**config.mk**
```make
export PLATFORM = sky130hd
export DESIGN_NAME = button_event_ctrl
export DESIGN_NICKNAME = d
export VERILOG_FILES = /design/src/rtl/button_event_ctrl.sv
export SDC_FILE = /design/constraint.sdc
export NUM_CORES = 1
export LEC_CHECK = 0
export BUFFER_PORTS_ARGS = -buffer_cell sky130_fd_sc_hd__buf_2
export CAP_MARGIN = 0
export CORE_ASPECT_RATIO = 1.25
export CORE_UTILIZATION = 54
export DETAILED_ROUTE_END_ITERATION = 6
export PLACE_DENSITY = 0.75
export SLEW_MARGIN = 15
export SYNTH_ARGS = -nofsm -noshare
export SYNTH_HDL_FRONTEND = slang
export SYNTH_SLANG_ARGS = --single-unit
```
**constraint.sdc**
```tcl
create_clock -name clk -period 2.7 [get_ports clk]
set_clock_uncertainty 0.15 [all_clocks]
set_input_delay 0.27 -clock clk [delete_from_list [all_inputs] [get_ports clk]]
set_output_delay 0.27 -clock clk [all_outputs]
set_load 0.05 [all_outputs]
```
**src/rtl/button_event_ctrl.sv**
```systemverilog
// Gesture classifier for the debounced encoder pushbutton and slide switch.
// Button activity becomes SINGLE / DOUBLE / LONG events and switch edges
// become SWT_ON / SWT_OFF events. Each event is presented through a one-entry
// valid/ack holding register with a sticky overflow flag.
module button_event_ctrl #(
    parameter int CLOCK_FREQ_HZ    = 100000000,
    parameter int TICK_HZ          = 1000,
    parameter int LONG_PRESS_TICKS = 1000,
    parameter int DCLICK_TICKS     = 300,
    parameter int SIMULATE         = 0
) (
    input  logic       clk,
    input  logic       reset,
    input  logic       en,
    input  logic       btn_db,
    input  logic       swt_db,
    output logic       evt_valid,
    output logic [2:0] evt_code,
    input  logic       evt_ack,
    output logic       evt_overflow,
    output logic [2:0] state_dbg
);

    localparam int unsigned PERIOD = (SIMULATE != 0) ? 5 : (CLOCK_FREQ_HZ / TICK_HZ - 1);
    localparam int          CW     = (PERIOD < 1) ? 1 : $clog2(PERIOD + 1);

    localparam logic [15:0] LONG_LAST   = 16'(LONG_PRESS_TICKS - 1);
    localparam logic [15:0] DCLICK_LAST = 16'(DCLICK_TICKS - 1);

    localparam logic [2:0] EVT_NONE    = 3'd0;
    localparam logic [2:0] EVT_SINGLE  = 3'd1;
    localparam logic [2:0] EVT_DOUBLE  = 3'd2;
    localparam logic [2:0] EVT_LONG    = 3'd3;
    localparam logic [2:0] EVT_SWT_ON  = 3'd4;
    localparam logic [2:0] EVT_SWT_OFF = 3'd5;

    typedef enum logic [2:0] {
        IDLE      = 3'd0,
        PRESS1    = 3'd1,
        WAIT2     = 3'd2,
        PRESS2    = 3'd3,
        LONG_HELD = 3'd4
    } state_t;

    state_t      state;
    logic [CW-1:0] tick_cnt;
    logic        tick;
    logic [15:0] tcnt;
    logic        btn_d, swt_d;
    logic        btn_rise, btn_fall, swt_rise, swt_fall;
    logic [2:0]  btn_code, swt_code, new_code;
    logic        new_evt, collide, accept;

    assign tick      = (tick_cnt == CW'(PERIOD));
    assign btn_rise  = btn_db & ~btn_d;
    assign btn_fall  = ~btn_db & btn_d;
    assign swt_rise  = swt_db & ~swt_d;
    assign swt_fall  = ~swt_db & swt_d;
    assign state_dbg = state;

    // Free-running timebase: one-clock tick when the counter hits the period
    always_ff @(posedge clk) begin
        if (reset) tick_cnt <= '0;
        else       tick_cnt <= tick ? '0 : tick_cnt + 1'b1;
    end

    // Delayed copies of the inputs for edge detection; switch preloads so a
    // switch already high at reset does not look like a rising edge
    always_ff @(posedge clk) begin
        if (reset) begin
            btn_d <= 1'b0;
            swt_d <= swt_db;
        end else begin
            btn_d <= btn_db;
            swt_d <= swt_db;
        end
    end

    // Button event decode; in WAIT2 a press beats a simultaneous timeout
    always_comb begin
        btn_code = EVT_NONE;
        if (en) begin
            case (state)
                PRESS1:  if (!btn_fall && tick && tcnt == LONG_LAST)   btn_code = EVT_LONG;
                WAIT2:   if (!btn_rise && tick && tcnt == DCLICK_LAST) btn_code = EVT_SINGLE;
                PRESS2:  if (btn_fall)                                 btn_code = EVT_DOUBLE;
                default: btn_code = EVT_NONE;
            endcase
        end
    end

    // Switch edges become events regardless of the classifier enable
    always_comb begin
        swt_code = EVT_NONE;
        if (swt_rise)      swt_code = EVT_SWT_ON;
        else if (swt_fall) swt_code = EVT_SWT_OFF;
    end

    // Gesture FSM and tick counter; tcnt clears on every transition
    always_ff @(posedge clk) begin
        if (reset || !en) begin
            state <= IDLE;
            tcnt  <= '0;
        end else begin
            case (state)
                IDLE: begin
                    if (btn_rise) begin
                        state <= PRESS1;
                        tcnt  <= '0;
                    end
                end
                PRESS1: begin
                    if (btn_fall) begin
                        state <= WAIT2;
                        tcnt  <= '0;
                    end else if (btn_code == EVT_LONG) begin
                        state <= LONG_HELD;
                        tcnt  <= '0;
                    end else if (tick) begin
                        tcnt <= tcnt + 16'd1;
                    end
                end
                WAIT2: begin
                    if (btn_rise) begin
                        state <= PRESS2;
                        tcnt  <= '0;
                    end else if (btn_code == EVT_SINGLE) begin
                        state <= IDLE;
                        tcnt  <= '0;
                    end else if (tick) begin
                        tcnt <= tcnt + 16'd1;
                    end
                end
                PRESS2: begin
                    if (btn_fall) begin
                        state <= IDLE;
                        tcnt  <= '0;
                    end
                end
                LONG_HELD: begin
                    if (btn_fall) begin
                        state <= IDLE;
                        tcnt  <= '0;
                    end
                end
                default: begin
                    state <= IDLE;
                    tcnt  <= '0;
                end
            endcase
        end
    end

    assign new_evt  = (btn_code != EVT_NONE) || (swt_code != EVT_NONE);
    assign collide  = (btn_code != EVT_NONE) && (swt_code != EVT_NONE);
    assign new_code = (btn_code != EVT_NONE) ? btn_code : swt_code;
    assign accept   = evt_valid & evt_ack;

    // One-entry holding register; a busy slot drops newcomers and flags it
    always_ff @(posedge clk) begin
        if (reset) begin
            evt_valid    <= 1'b0;
            evt_code     <= EVT_NONE;
            evt_overflow <= 1'b0;
        end else if (accept) begin
            if (new_evt) begin
                evt_valid    <= 1'b1;
                evt_code     <= new_code;
                evt_overflow <= collide;
            end else begin
                evt_valid    <= 1'b0;
                evt_code     <= EVT_NONE;
                evt_overflow <= 1'b0;
            end
        end else if (evt_valid) begin
            if (new_evt) evt_overflow <= 1'b1;
        end else if (new_evt) begin
            evt_valid    <= 1'b1;
            evt_code     <= new_code;
            evt_overflow <= evt_overflow | collide;
        end
    end

endmodule

```
Word-level counts from Yosys, hierarchy flattened
Cells that the tools add are included.
Cells by class
  add/subtract/negate cells: 2
  reductions and logical operators: 19
  mux-type cells: 35
  equality and inequality tests: 14
  bitwise logic cells: 10
Operator list (number)
  two-way mux 16 bit: 7
  one-hot mux 16 bit (4 select lines): 1
  two-way mux 3 bit: 14
  adder 17 x 1 -> 17 bit (second input constant): 1
  == test 17 bit (second input constant): 1
  adder 16 x 1 -> 16 bit (second input constant): 1
  == test 16 x 10 -> 1 bit (second input constant): 1
  == test 16 x 9 -> 1 bit (second input constant): 1
  one-hot mux 3 bit (4 select lines): 1
  == test 3 x 2 -> 1 bit (second input constant): 3
  two-way mux 1 bit: 9
  one-hot mux 3 bit (3 select lines): 1
  == test 3 x 1 -> 1 bit (second input constant): 2
  != test 3 bit (second input constant): 2
  nonzero test 3 bit: 2
  bitwise AND 1 bit: 5
  logical AND 1 bit: 5
  two-way mux 2 bit: 2
  != test 2 x 1 -> 1 bit (second input constant): 2
  NOT 1 bit: 4
  AND reduction 2 bit: 2
  AND reduction 4 bit: 1
  OR reduction 2 bit: 2
  == test 3 bit (second input constant): 1
  other kinds (6): 9
Storage, ports and cells
  word-level logic and storage cells: 88
  bits in registers: 43

Longest topological paths before layout
  depth after elaboration: 14
  mapped depth: 9

Worst setup path after synthesis
No wires, ideal clock.
  kind: register to register
  start point: reg state[0] (netlist: state_dbg[0])
  end point: reg tcnt[6]
  library setup time: 0.070 ns
  arrival time: 2.226 ns
  period minus slack after synthesis: 2.445 ns
  slack: 0.255 ns
  cell stages (with the launch flop): 8
  cells stage by stage: dfxtp_1 inv_1 nor4_1 o22ai_2 a211oi_2 buf_2 a21oi_1 a21oi_1
Between the ends
  longest elaborated chain between the ends: 7
  elaborated cells between the ends (all ways): 18
RTL lines
  from (decl): RTL line 45  | state_t state;
  from (signal assigned): RTL line 102  | state <= IDLE;
  from (signal assigned): RTL line 108  | state <= PRESS1;
  from (signal assigned): RTL line 114  | state <= WAIT2;
  == test 3 x 2 -> 1 bit / == test 3 x 1 -> 1 bit (equally long branches): RTL line 83, 105
  one-hot mux 3 bit (3 select lines): RTL line 83  | case (state)
  two-way mux 3 bit: RTL line 82  | if (en) begin
  == test 3 x 1 -> 1 bit / == test 3 x 2 -> 1 bit (equally long branches): RTL line 127, 116
  two-way mux 16 bit (on tied branches): RTL line 127, 116
  two-way mux 16 bit (on tied branches): RTL line 124, 113
  one-hot mux 16 bit (4 select lines): RTL line 105  | case (state)
  to (signal assigned): RTL line 120  | tcnt <= tcnt + 16'd1;
  to (signal assigned): RTL line 131  | tcnt <= tcnt + 16'd1;
  to (decl): RTL line 48  | logic [15:0] tcnt;
Several ways; a longest one is shown, not always the timed one.
A chain may end at the register's enable or synchronous reset.

Final worst setup path
  start point: reg tcnt[6]
  end point: reg tcnt[1]
Between the ends
  longest elaborated chain between the ends: 9
  elaborated cells between the ends (all ways): 15
RTL lines (RTL line)
  == test 16 x 9 -> 1 bit / == test 16 x 10 -> 1 bit (equally long branches): 85, 84
  logical AND 1 bit (on tied branches): 85, 84
  two-way mux 1 bit / two-way mux 2 bit (equally long branches): 85, 84
  one-hot mux 3 bit (3 select lines) *: 83
  two-way mux 3 bit *: 82
  == test 3 x 1 -> 1 bit / == test 3 x 2 -> 1 bit (equally long branches): 127, 116
  two-way mux 16 bit (on tied branches): 127, 116
  two-way mux 16 bit (on tied branches): 124, 113
  one-hot mux 16 bit (4 select lines) *: 105
Every way passes the cells marked *; elsewhere a longest branch is shown, timed or not.

==> flow_metrics.env <==
export IMPL_status="finished clean"
export IMPL_finalNonFillerCells=353
export IMPL_cts_max_level=2
export IMPL_core_area_sq_um=3850
export IMPL_initial_core_util=0.571
export IMPL_die_h_microns=73.3
export IMPL_yosys_warnings=0
export IMPL_setup_tns_final_ps=0
export IMPL_fmax_mhz=430
export IMPL_maxSlewViolCount=0
export IMPL_grt_first_pass_wirelength_microns=7200
export IMPL_drtAntennaViolNets=0
export IMPL_min_from="reset"
export IMPL_fillers=356
export IMPL_die_w_microns=59.1
export IMPL_cts_sinks=43
export IMPL_synth_edff_count=0
export IMPL_clock_path_buffers=2
export IMPL_powerDensity_nw_per_um2=495
export IMPL_dpl_worst_slack_ps=390
export IMPL_cp_cell_sequence="or4b_1 > or3_1 > o22ai_2 > a211oi_2 > buf_4 > a21oi_1 > o21ai_0"
export IMPL_diodes=0
export IMPL_cp_arrival_ps=2360
export IMPL_core_rowCount=25
export IMPL_clkTransAtPathRegs_ps=90
export IMPL_finalSetupViolCount=0
export IMPL_synth_cells=276
export IMPL_die_area_sq_um=4330
export IMPL_syn_area_sq_um=2200
export IMPL_num_io_pins=14
export IMPL_end_kind="flop"
export IMPL_drtIter0Drc=106
export IMPL_critPathLaunch="tcnt[6]$_SDFFE_PP0P_"
export IMPL_worstPathMaxFanout=9
export IMPL_grt_pass1_vias=1708
export IMPL_antenna_found_initial=0
export IMPL_fin_crit_sh=0.861
export IMPL_drt_first_pass_iters=4
export IMPL_wl_met1_microns=2150
export IMPL_slowest_delay_ps=520
export IMPL_final_cell_mix="43 x dfxtp_1, 37 x nand2_1, 30 x nor2_1"
export IMPL_rsz0062_at_grt="false"
export IMPL_cp_slowest_cell="or4b_1"
export IMPL_cts_root_buf="clkbuf_8"
export IMPL_gp_congestion=0.849
export IMPL_fin_ws_ps=375
export IMPL_clkLatencyLatePin_ps=300
export IMPL_grt_start_max_net_pins=16
export IMPL_worstSetupPathType="reg2reg"
export IMPL_ff2ff_setup_slack_ps=370
export IMPL_wl_per_cell_microns=12.4
export IMPL_wl_met3_microns=112
export IMPL_grt_overflow_total=0
export IMPL_cap_violations=0
export IMPL_via_per_inst=5.67
export IMPL_synth_seq_cells=43
export IMPL_cpLargestDelayFamily="simple AND/OR/NAND/NOR gates"
export IMPL_yosysSeqAreaShare=0.392
export IMPL_ir_drop_mv=0.419
export IMPL_syn_num_nets=285
export IMPL_cts_setup_buffers=0
export IMPL_critical_path_buf_inv_count=1
export IMPL_vias=2000
export IMPL_layout_drive_gt1_share=0.120
export IMPL_port_buffers=13
export IMPL_tightest_slew_ps=456
export IMPL_cts_tree="yes"
export IMPL_nNetsFinal=307
export IMPL_track_usage=0.216
export IMPL_synth_cell_types=49
export IMPL_leakage_nw=0.911
export IMPL_max_slew_margin=0.695
export IMPL_routed_wl_microns=4380
export IMPL_cp_data_required_time_ps=2740
export IMPL_hp_class="in2reg"
export IMPL_syn_area_per_cell_sq_um=7.97
export IMPL_power_w=0.00122
export IMPL_hold_viol=0
export IMPL_regToRegStartpoint="tcnt[6]$_SDFFE_PP0P_"
export IMPL_syn2layout_area_growth_pct=11.8
export IMPL_hpwl_microns=3220
export IMPL_final_common_cell="dfxtp_1"
export IMPL_start_kind="flop"
export IMPL_cts_buffers=5
export IMPL_wl_met2_microns=2070
export IMPL_finalCriticalPeriod_ps=2330
export IMPL_drc=0
export IMPL_synthArstFlopShare=0
export IMPL_highest_layer="met4"
export IMPL_yosys_most_used_dff="dfxtp_1"
export IMPL_placed_cells=344
==> cells by family after synthesis <==
group,Yosys count,share of synthesized area
adders and majority gates,3,0.0171
and+or+nand+nor,137,0.316
xor gates and xnor gates,15,0.0598
buffers and inverters,15,0.0285
AOI/OAI and AO/OA,63,0.187
DFF,43,0.392
==> registers in the layout, summed over array words and instances (netlist names) <==
name          cells
tick_cnt         17
tcnt             16
evt_code          3
state_dbg         3
btn_d             1
evt_overflow      1
evt_valid         1
swt_d             1
==> synth_stat cells, types with 3 or more instances <==
cell type	n	area, sq um
dfxtp_1	43	861
a31oi_1	5	31.3
xor2_1	9	78.8
nand2_1	37	139
a21oi_1	18	90.1
a21boi_0	4	30.0
nand2b_1	4	25.0
nor2_1	30	113
and4_1	3	26.3
and3_1	9	56.3
ha_1	3	37.5
o211ai_1	5	37.5
o21ai_0	12	60.1
or4_1	3	22.5
xnor2_1	6	52.6
inv_1	8	30.0
nor2b_1	5	31.3
nand4_1	6	37.5
nor4_1	5	31.3
clkbuf_1	3	11.3
nand3_1	16	80.1
nor3_1	8	40.0
==> path summary, 6_finish.rpt <==
kind / depth (start not counted) / end
min reg2reg: 1 / tick_cnt[0]$_SDFF_PP0_
max: 7 / tcnt[1]$_SDFFE_PP0P_
min: 2 / evt_code[2]$_SDFFE_PP0P_
max reg2reg: 7 / tcnt[1]$_SDFFE_PP0P_
==> layer usage <==
| metal | vias up | GRT usage |
|---|---|---|
| li1 | 1044 | - |
| met1 | 916 | 0.268 |
| met2 | 35 | 0.365 |
| met3 | 5 | 0.0387 |
| met4 | 0 | 0.0926 |
| met5 | - | 0 |
==> area by class of cell <==
class,instances,area (sq um),share of cell area
Clock buffer,5,68.8,0.0280
Sequential cell,43,861,0.350
Timing Repair Buffer,21,128,0.0519
Inverter,9,33.8,0.0137
Clock inverter,3,25.0,0.0102
Multi-Input combinational cell,218,1270,0.519
Tap cell,54,67.6,0.0275
==> power by group <==
group / total, W / switching [W] / leakage, nW / internal (W)
Sequential: 0.000661 / 0.0000129 / 0.349 / 0.000648
Clock: 0.000423 / 0.000238 / 0.0443 / 0.000185
Combinational: 0.000134 / 0.0000889 / 0.518 / 0.0000448
==> repair_timing <==
action | 4_1_cts | 5_1_grt
resized for setup | 0 | 0
hold endpoints to repair | 1 | 0
hold buffers | 1 | 0
==> metrics by stage <==
stage,util,cell area [sq um],hold WS (ps)
CTS,0.639,2460,64.0
floorplan,-,2200,148
finish,0.639,2460,65.1
global route,0.639,2460,62.2
detailed placement,0.612,2350,240
global placement,0.612,2350,238
No activity file was read; power rests on OpenSTA's default activity.
